<file path="config.mk">
export PLATFORM = sky130hd
export DESIGN_NAME = serial_sub_ctrl_flat
export DESIGN_NICKNAME = d
export VERILOG_FILES = /design/src/rtl/serial_sub_ctrl_pkg.sv /design/src/rtl/serial_sub_ctrl_if.sv /design/src/rtl/serial_sub_ctrl_fs.sv /design/src/rtl/serial_sub_ctrl.sv /design/src/flat_wrapper.sv
export SDC_FILE = /design/constraint.sdc
export NUM_CORES = 1
export LEC_CHECK = 0
export ABC_AREA = 1
export BUFFER_PORTS_ARGS = -buffer_cell sky130_fd_sc_hd__buf_2
export CAP_MARGIN = 5
export CORE_MARGIN = 3
export CORE_UTILIZATION = 31
export DETAILED_ROUTE_END_ITERATION = 16
export GPL_TIMING_DRIVEN = 0
export MAX_ROUTING_LAYER = met4
export SETUP_SLACK_MARGIN = 0.5
export SYNTH_ARGS = -nofsm -noshare
export SYNTH_HDL_FRONTEND = slang
export SYNTH_HIERARCHICAL = 1
export SYNTH_SLANG_ARGS = --single-unit
</file>
<file path="constraint.sdc">
create_clock -name clk -period 1.6 [get_ports clk]
set_input_delay 0.08 -clock clk [delete_from_list [all_inputs] [get_ports clk]]
set_output_delay 0.08 -clock clk [all_outputs]
set_load 0.005 [all_outputs]
</file>
<file path="src/rtl/serial_sub_ctrl_pkg.sv">
// Shared definitions for the bit-serial subtractor controller.
// Holds the FSM state encoding, the default operand width and the
// bit-counter width helper used by the controller.
package serial_sub_ctrl_pkg;

  localparam int DEF_WIDTH = 8;

  typedef enum logic [1:0] {
    ST_IDLE  = 2'd0,
    ST_SHIFT = 2'd1,
    ST_DONE  = 2'd2
  } state_t;

  // Counter must hold 0..WIDTH-1; a 1-bit operand still needs a 1-bit counter.
  function automatic int cnt_width(input int w);
    return (w > 1) ? $clog2(w) : 1;
  endfunction

endpackage

</file>
<file path="src/rtl/serial_sub_ctrl_if.sv">
// Request/result bundle between a datapath and the serial subtractor.
// master: drives start/a/b/bin, observes busy/done/diff/bout.
// slave : the controller side of the same signals.
interface serial_sub_ctrl_if
  import serial_sub_ctrl_pkg::*;
#(
  parameter int WIDTH = DEF_WIDTH
);

  logic             start;
  logic [WIDTH-1:0] a;
  logic [WIDTH-1:0] b;
  logic             bin;
  logic             busy;
  logic             done;
  logic [WIDTH-1:0] diff;
  logic             bout;

  modport master (
    output start, a, b, bin,
    input  busy, done, diff, bout
  );

  modport slave (
    input  start, a, b, bin,
    output busy, done, diff, bout
  );

endinterface

</file>
<file path="src/rtl/serial_sub_ctrl_fs.sv">
// One-bit full subtractor cell: diff = a - b - c, brw = borrow out.
// Ports: a (minuend bit), b (subtrahend bit), c (borrow in),
//        diff (difference bit), brw (borrow out). Purely combinational.
module fs (
  input  logic a,
  input  logic b,
  input  logic c,
  output logic diff,
  output logic brw
);

  assign diff = a ^ b ^ c;
  // Borrow when the subtrahend side exceeds the minuend bit.
  assign brw  = (~a & (b | c)) | (b & c);

endmodule

</file>
<file path="src/rtl/serial_sub_ctrl.sv">
// Bit-serial WIDTH-bit subtractor controller: {bout, diff} = a - b - bin, LSB first.
// Ports: clk, rst (sync, active-high), bus (slave side: start/a/b/bin in,
//        busy/done/diff/bout out, all outputs registered). Latency WIDTH cycles.
module serial_sub_ctrl
  import serial_sub_ctrl_pkg::*;
#(
  parameter int WIDTH = DEF_WIDTH
) (
  input  logic               clk,
  input  logic               rst,
  serial_sub_ctrl_if.slave   bus
);

  localparam int CW = cnt_width(WIDTH);
  localparam logic [CW-1:0] LAST_CNT = CW'(WIDTH - 1);

  state_t           r_state;
  state_t           w_next;
  logic [CW-1:0]    r_cnt;
  logic [WIDTH-1:0] r_sa;
  logic [WIDTH-1:0] r_sb;
  logic [WIDTH-1:0] r_sd;
  logic             r_br;
  logic [WIDTH-1:0] r_diff;
  logic             r_bout;
  logic             r_busy;
  logic             r_done;

  logic             w_cell_d;
  logic             w_cell_b;
  logic             w_last;
  logic [WIDTH-1:0] w_sd_next;

  fs u_cell (
    .a    (r_sa[0]),
    .b    (r_sb[0]),
    .c    (r_br),
    .diff (w_cell_d),
    .brw  (w_cell_b)
  );

  assign w_last = (r_cnt == LAST_CNT);

  // Result assembles MSB-first into sd; written this way so WIDTH=1 needs no slice.
  always_comb begin
    w_sd_next            = r_sd >> 1;
    w_sd_next[WIDTH-1]   = w_cell_d;
  end

  always_comb begin
    w_next = r_state;
    case (r_state)
      ST_IDLE:  if (bus.start) w_next = ST_SHIFT;
      ST_SHIFT: if (w_last)    w_next = ST_DONE;
      ST_DONE:  w_next = ST_IDLE;
      default:  w_next = ST_IDLE;
    endcase
  end

  always_ff @(posedge clk) begin
    if (rst) begin
      r_state <= ST_IDLE;
      r_cnt   <= '0;
      r_sa    <= '0;
      r_sb    <= '0;
      r_sd    <= '0;
      r_br    <= 1'b0;
      r_diff  <= '0;
      r_bout  <= 1'b0;
      r_busy  <= 1'b0;
      r_done  <= 1'b0;
    end else begin
      r_state <= w_next;
      // busy/done decoded from the next state so they are flops, not logic on r_state.
      r_busy  <= (w_next != ST_IDLE);
      r_done  <= (w_next == ST_DONE);
      case (r_state)
        ST_IDLE: begin
          if (bus.start) begin
            r_sa  <= bus.a;
            r_sb  <= bus.b;
            r_br  <= bus.bin;
            r_cnt <= '0;
          end
        end
        ST_SHIFT: begin
          r_sa  <= r_sa >> 1;
          r_sb  <= r_sb >> 1;
          r_sd  <= w_sd_next;
          r_br  <= w_cell_b;
          r_cnt <= r_cnt + CW'(1);
          if (w_last) begin
            r_diff <= w_sd_next;
            r_bout <= w_cell_b;
          end
        end
        default: ;
      endcase
    end
  end

  assign bus.busy = r_busy;
  assign bus.done = r_done;
  assign bus.diff = r_diff;
  assign bus.bout = r_bout;

endmodule
</file>
<file path="src/flat_wrapper.sv">
// flat-port wrapper written by rule: the top's interface ports become plain ports
module serial_sub_ctrl_flat import serial_sub_ctrl_pkg::*;
#(
  parameter int WIDTH = DEF_WIDTH
)
  (clk, rst, bus_start, bus_a, bus_b, bus_bin, bus_busy, bus_done, bus_diff, bus_bout);
  serial_sub_ctrl_if #(.WIDTH(WIDTH)) bus_i ();
  input  logic clk;
  input  logic rst;
  input wire logic [$bits(bus_i.start)-1:0] bus_start;
  input wire logic [$bits(bus_i.a)-1:0] bus_a;
  input wire logic [$bits(bus_i.b)-1:0] bus_b;
  input wire logic [$bits(bus_i.bin)-1:0] bus_bin;
  output wire logic [$bits(bus_i.busy)-1:0] bus_busy;
  output wire logic [$bits(bus_i.done)-1:0] bus_done;
  output wire logic [$bits(bus_i.diff)-1:0] bus_diff;
  output wire logic [$bits(bus_i.bout)-1:0] bus_bout;
  assign bus_i.start = bus_start;
  assign bus_i.a = bus_a;
  assign bus_i.b = bus_b;
  assign bus_i.bin = bus_bin;
  assign bus_busy = bus_i.busy;
  assign bus_done = bus_i.done;
  assign bus_diff = bus_i.diff;
  assign bus_bout = bus_i.bout;
  serial_sub_ctrl #(.WIDTH(WIDTH)) u_core (.clk(clk), .rst(rst), .bus(bus_i));
endmodule
</file>
==> results_dict.tcl, run 1 <==
set metrics [dict create \
    outcome "completed" \
    worstHoldStart "rst" \
    gp_congestion 0.7449 \
    finalCriticalPeriod_ns 1.214 \
    crit_chain "inv_2 > fa_2 > inv_2 > o21ai_2 > a21oi_1" \
    num_io_pins 31 \
    cts_buffers 5 \
    worstHoldPathType "primary input to register" \
    pre_cts_ws_ns 0.2577 \
    critical_path.max_fanout 2 \
    fin_hold_ws_ns 0.02374 \
    diodes 0 \
    die_y_microns 79.27 \
    portBuffers 29 \
    clock_latency_ns 0.30 \
    synth_fa_ha_area_frac 0.02707 \
    routed_wl_microns 4270 \
    finish.instance_area_sq_um 2469 \
    cpPeakStageDelay_ns 0.52 \
    tightest_slew_ns 0.4943 \
    powerDensity_nw_per_um2 857.7 \
    postSynthCellCount 234 \
    cp-end-kind "register" \
    finClkSkew_ns 0.006429 \
    final_util 0.4803 \
    worstRegToRegCells 5 \
    antenna_found_initial 0 \
    worstPathRequired_ns 1.79 \
    groute.usage.overall 0.1378 \
    rrSetupSlack_ns 0.39 \
    placed_cells 333 \
    worst_ep_arrival_time_ns 1.40 \
    antenna_left 0 \
    post-dp-hpwl_microns 2630 \
    cts_tree "yes" \
    cp_num_cells 5 \
    grt_pass1_vias 1489 \
    clk_pin_slew_ns 0.08 \
    synth_xor_area_frac 0 \
    synth-compound-area-share 0.05414 \
    rr_startpoint "u_core/r_sa[0]$_SDFFE_PP0P_" \
    final_cells 359 \
    place_area_sq_um 1933 \
    drtIter0Drc 83 \
    leakage_nw 1.155 \
    clock.fmax_mhz 823.7 \
    firstDrtPassIters 4 \
    path_delay_family "adder cells" \
    ys_seq_area_frac 0.4812 \
    grt_pass1_wl_microns 6610 \
    die-area_sq_um 6283 \
    yosysUniqueCellTypes 18 \
    synth_top_family_by_area "simple AND/OR/NAND/NOR gates" \
    coreArea_sq_um 5140 \
    clockBufferDepth 2 \
    core.rowCount 26 \
    critPathLaunchType "register" \
    cp-startpoint "u_core/r_sa[0]$_SDFFE_PP0P_" \
    syn-num-nets 257 \
    max-vdd-ir-drop_v 0.0003230 \
    wl_per_cell_microns 11.89 \
    syn2layout_area_growth_pct 48.35 \
    p_total_mw 2.117 \
    cts-root-buf "clkbuf_8" \
    synth.cell_area_sq_um 1664 \
    final_max_slew_viol_count 0 \
    rsz0062_at_grt "true" \
    initial_core_util 0.3238 \
    fin_setup_tns_ns 0 \
    die_x_microns 79.27 \
    grt_overflow 0 \
    htree_levels 2 \
    criticalPathCategory "register to register" \
    final_layout_size_suffix_gt1_frac 0.4014 \
    avgSynthCellArea_sq_um 7.112 \
    muxShareOfSynthArea 0 \
    r2r_end "u_core/r_sd[7]$_SDFFE_PP0P_" \
    grt_max_degree 12 \
    setup_slack_ns 0.3860 \
    ys_ff_latch 40 \
    hold_violations 0 \
    nNetsFinal 311 \
    drt_drc_violations_left 0 \
    setup_viol 0 \
    critPathMostFrequentCell "inv_2" \
    cp_num_buf_inv 2 \
    post-route-period-util 0.7588 \
    crit_path_end "u_core/r_sd[7]$_SDFFE_PP0P_" \
    clock_sinks 40 \
    maxCapViolCount 0 \
    routed_via_density 4.499 \
    fillers 539 \
    vias 1615 \
    slew_headroom 0.6705 \
    hold_depth 2 \
    crit_path_top_delay_cell "fa_2" \
    synth-simple-area-share 0.3436 \
    yosysWarningCount 6 \
]
-- state kept, by name (all words and copies together), names as in the netlist --
signal	count
u_core/bus.bout	1
u_core/r_sd	7
u_core/r_br	1
u_core/bus.diff	8
u_core/r_sb	8
u_core/r_state	2
u_core/bus.done	1
u_core/bus.busy	1
u_core/r_cnt	3
u_core/r_sa	8
-- synthesized netlist by cell type --
master	instances	area, sq um
ha_1	2	25.02
nand2_1	52	195.2
inv_1	24	90.09
nor2_2	1	6.260
fa_1	1	20.02
clkinv_1	1	3.750
nand2_2	3	18.77
nand3_1	35	175.2
buf_4	1	7.510
o21ai_0	10	50.05
a21oi_1	8	40.04
dfxtp_1	40	800.8
buf_2	5	25.02
nor2_1	44	165.2
clkbuf_1	3	11.26
inv_2	2	7.510
buf_6	1	11.26
nor2_4	1	11.26
-- repair_timing --
item                       4_1_cts  5_1_grt
setup buffers                    8        5
setup endpoints to repair       39       36
gates resized for setup         26       59
hold buffers                     0        0
cloned                           1        4
pin swaps                        3       15
-- where the power goes --
group	internal [mW]	total, mW	switching, mW	leakage, nW
Clock	0.352	0.694	0.342	0.0455
Sequential	1.04	1.08	0.0354	0.330
Combinational	0.168	0.348	0.179	0.780
-- per-layer routing --
| layer | vias up | part of all wire | track usage |
|---|---|---|---|
| li1 | 841 | - | - |
| met1 | 732 | 0.45 | 0.1641 |
| met3 | 9 | 0.050 | 0.03515 |
| met2 | 33 | 0.47 | 0.2222 |
| met4 | 0 | 0.022 | 0.05670 |
| met5 | - | 0 | - |
-- cells by family after synthesis --
group / after synthesis
AOI/OAI and AO/OA: 18
adders and majority gates: 3
and+or+nand+nor: 136
DFF: 40
buffers and inverters: 37
-- worst min-delay path by stage --
stage | end
after floorplan | u_core/r_cnt[1]$_SDFFE_PP0P_
after global placement | u_core/r_cnt[1]$_SDFFE_PP0P_
after detailed placement | u_core/r_cnt[1]$_SDFFE_PP0P_
after CTS | u_core/r_cnt[1]$_SDFFE_PP0P_
after global routing | u_core/r_cnt[1]$_SDFFE_PP0P_
final | u_core/r_cnt[1]$_SDFFE_PP0P_
-- cell usage in the layout (no fill, tap or decap) --
cell type	netlist	layout
a21oi_1	8	5
a21oi_2	0	3
buf_16	0	1
buf_2	5	31
buf_4	1	6
buf_6	1	13
buf_8	0	2
clkbuf_1	3	5
clkbuf_16	0	1
clkbuf_8	0	6
clkinv_4	0	2
dfxtp_1	40	34
dfxtp_2	0	4
dfxtp_4	0	2
fa_2	0	1
ha_4	0	2
inv_1	24	19
inv_2	2	5
inv_8	0	1
nand2_1	52	41
nand2_2	3	11
nand2_8	0	3
nand3_1	35	26
nand3_2	0	9
nor2_1	44	34
nor2_2	1	5
nor2_4	1	7
o21ai_0	10	8
o21ai_1	0	1
o21ai_2	0	1
-- area by class of cell --
class,instances,area (sq um),area share
inverters,27,118.9,0.04815
plain buffers,10,85.08,0.03447
repair buffers,47,355.3,0.1439
clock buffers,8,90.09,0.03649
well taps,70,87.58,0.03548
multi-input cells,157,918.4,0.3720
flip-flops and latches,40,813.3,0.3294
(Power assumes the default switching activity.)
==> inputs of run 2 (changes only) <==
--- a/config.mk
+++ b/config.mk
@@ -5,7 +5,7 @@
 export SDC_FILE = /design/constraint.sdc
 export NUM_CORES = 1
 export LEC_CHECK = 0
-export ABC_AREA = 1
+export ABC_AREA = 0
 export BUFFER_PORTS_ARGS = -buffer_cell sky130_fd_sc_hd__buf_2
 export CAP_MARGIN = 5
 export CORE_MARGIN = 3
==> constraint.sdc (replaced) <==
create_clock -name clk -period 1.23 [get_ports clk]
set_input_delay 0.0615 -clock clk [delete_from_list [all_inputs] [get_ports clk]]
set_output_delay 0.0615 -clock clk [all_outputs]
set_load 0.005 [all_outputs]
==> results_dict.tcl, run 2 <==
set metrics [dict create \
    layout_common_cells "buf_2, dfxtp_1, a21oi_2" \
    async_reset_ff_frac 0 \
    finalCriticalPeriod_ns 1.346 \
    slew_headroom 0.4866 \
    portBuffers 29 \
    syn2layout_area_growth_pct 61.90 \
    max-vdd-ir-drop_v 0.0004887 \
    clockBufferDepth 2 \
    tightest_slew_ns 0.7702 \
    top_layer "met4" \
    cts_tree "yes" \
    p_total_mw 2.852 \
    htree_levels 2 \
    nNetsFinal 253 \
    final_max_slew_viol_count 0 \
    die_x_microns 77.46 \
    yosysUniqueCellTypes 25 \
    rrSetupSlack_ns -0.12 \
    die_y_microns 77.46 \
    diodes 0 \
    grt_pass1_wl_microns 6824 \
    antenna_found_initial 0 \
    criticalPathCategory "register to register" \
    yosysTopAreaCell "dfxtp_1" \
    maxCapViolCount 0 \
    critPathLaunchType "register" \
    setup_viol 12 \
    clk_pin_slew_ns 0.07 \
    ys_ff_latch 40 \
    rsz0062_at_grt "true" \
    final_util 0.5319 \
    num_io_pins 31 \
    worst_ep_arrival_time_ns 1.50 \
    groute.usage.overall 0.1487 \
    hold_violations 0 \
    routed_wl_microns 4108 \
    failed_checks "negative setup slack" \
    post-dp-hpwl_microns 2369 \
    post-route-period-util 1.095 \
    clock_sinks 40 \
    syn-num-nets 195 \
    core.rowCount 25 \
    routed_via_density 4.778 \
    wl_per_cell_microns 13.83 \
    ys_seq_area_frac 0.5059 \
    clock.fmax_mhz 742.8 \
    cp-end-kind "register" \
    wl_met3_microns 167 \
    leakage_nw 1.015 \
    powerDensity_nw_per_um2 1113 \
    met2_length_microns 1903 \
    yosysWarningCount 6 \
    drt_drc_violations_left 0 \
    worstPathRequired_ns 1.38 \
    grt_max_degree 12 \
    synth_edf_count 0 \
    die-area_sq_um 5999 \
    grt_pass1_vias 1431 \
    yosysMostFrequentCell "dfxtp_1" \
    grt_overflow 0 \
    clock_latency_ns 0.29 \
    drtIter0Drc 52 \
    ys.flop_type "dfxtp_1" \
    vias 1419 \
    cts_buffers 5 \
    antenna_left 0 \
    synth_commonest_cells "dfxtp_1, a21oi_1, nand2_1" \
    gp_congestion 0.7256 \
    avgSynthCellArea_sq_um 9.202 \
    critical_path.max_fanout 4 \
    coreArea_sq_um 4817 \
    final_layout_size_suffix_gt1_frac 0.6130 \
    cts-root-buf "clkbuf_8" \
    hold_buffers 0 \
    synth_top_area_frac 0.5059 \
    final_cells 297 \
    outcome "finished with violations" \
    fin_hold_ws_ns 0.03439 \
    finClkSkew_ns 0.002746 \
    initial_core_util 0.3286 \
    placed_cells 268 \
    worstHoldPathType "primary input to register" \
    final_common_cell "buf_2" \
    synthTopCellsByArea "dfxtp_1, a21oi_1, o221a_2, nand2_1, inv_1" \
    firstDrtPassIters 4 \
    synth.cell_area_sq_um 1583 \
    setup_slack_ns -0.1163 \
    postSynthCellCount 172 \
    wl_met1_microns 1970 \
]
==> run 2: changes by cell type after synthesis, sizes merged, moves of 2 or more <==
| cell | delta |
|---|---|
| a211oi | +2 |
| a21oi | +22 |
| a22oi | +4 |
| buf | +3 |
| inv | -9 |
| nand2 | -32 |
| nand3 | -27 |
| nor2 | -34 |
| o21ai | -10 |
| o221a | +15 |
==> run 2: metrics by stage <==
step / setup TNS, ns / setup WS (ns) / instance area [sq um]
final: -1.070 / -0.1163 / 2562
after global routing: -1.726 / -0.1726 / 2562
after CTS: -0.9471 / -0.09408 / 2424
after detailed placement: -0.6285 / -0.07455 / 1962
after global placement: -0.6142 / -0.07691 / 1962
after floorplan: 0 / 0.01389 / 1733
==> run 2: logic make-up after synthesis <==
kind of cell / share of synthesized area
AOI/OAI and AO/OA: 0.2379
and+or+nand+nor: 0.1289
DFF: 0.5059
buffers and inverters: 0.09249
adders and majority gates: 0.02846
muxes: 0.006324
==> run 2: where the power goes <==
group	leakage (nW)	internal [mW]	switching, mW
Sequential	0.334	1.36	0.0479
Combinational	0.631	0.279	0.243
Clock	0.0503	0.499	0.426
Total	1.02	2.13	0.717
==> run 2: repair_timing <==
item / CTS / global route
endpoints found under the hold margin: 0 / 0
gates resized for setup: 46 / 23
gates cloned: 5 / 1
pin swaps: 10 / 9
buffers inserted: 11 / 5
endpoints found under the setup margin: 51 / 51
==> run 2: worst paths after layout <==
| kind | startpoint | endpoint | cells past startpoint |
|---|---|---|---|
| setup / recovery | u_core/r_cnt[0]$_SDFFE_PP0P_ | u_core/bus.diff[0]$_SDFFE_PP0P_ | 7 |
| hold / removal | bus_a[7] | u_core/r_sa[7]$_SDFFE_PP0P_ | 3 |
| setup reg to reg | u_core/r_cnt[0]$_SDFFE_PP0P_ | u_core/bus.diff[0]$_SDFFE_PP0P_ | 7 |
| hold reg to reg | u_core/bus.diff[5]$_SDFFE_PP0P_ | u_core/bus.diff[5]$_SDFFE_PP0P_ | 2 |
==> run 2: worst max-delay path, stage by stage, from the launching register on <==
cell	delay, ns
dfxtp_4	0.36
ha_4	0.16
ha_4	0.15
buf_6	0.11
buf_4	0.14
clkbuf_16	0.15
nand3_1	0.10
a21oi_2	0.06
==> run 2: cell type report <==
cell class                      count  area [sq um]
Fill cell                         465          2255
Multi-Input combinational cell    103         953.4
Sequential cell                    40         825.8
Timing Repair Buffer               51         417.9
Buffer                             12         121.4
Clock buffer                        7         96.34
Tap cell                           67         83.83
Inverter                           17         63.81
==> run 2: per-layer routing <==
metal | vias up | track usage
met5 | - | -
met4 | 0 | 0.07295
met3 | 6 | 0.03016
met2 | 26 | 0.2263
met1 | 672 | 0.1880
li1 | 715 | -
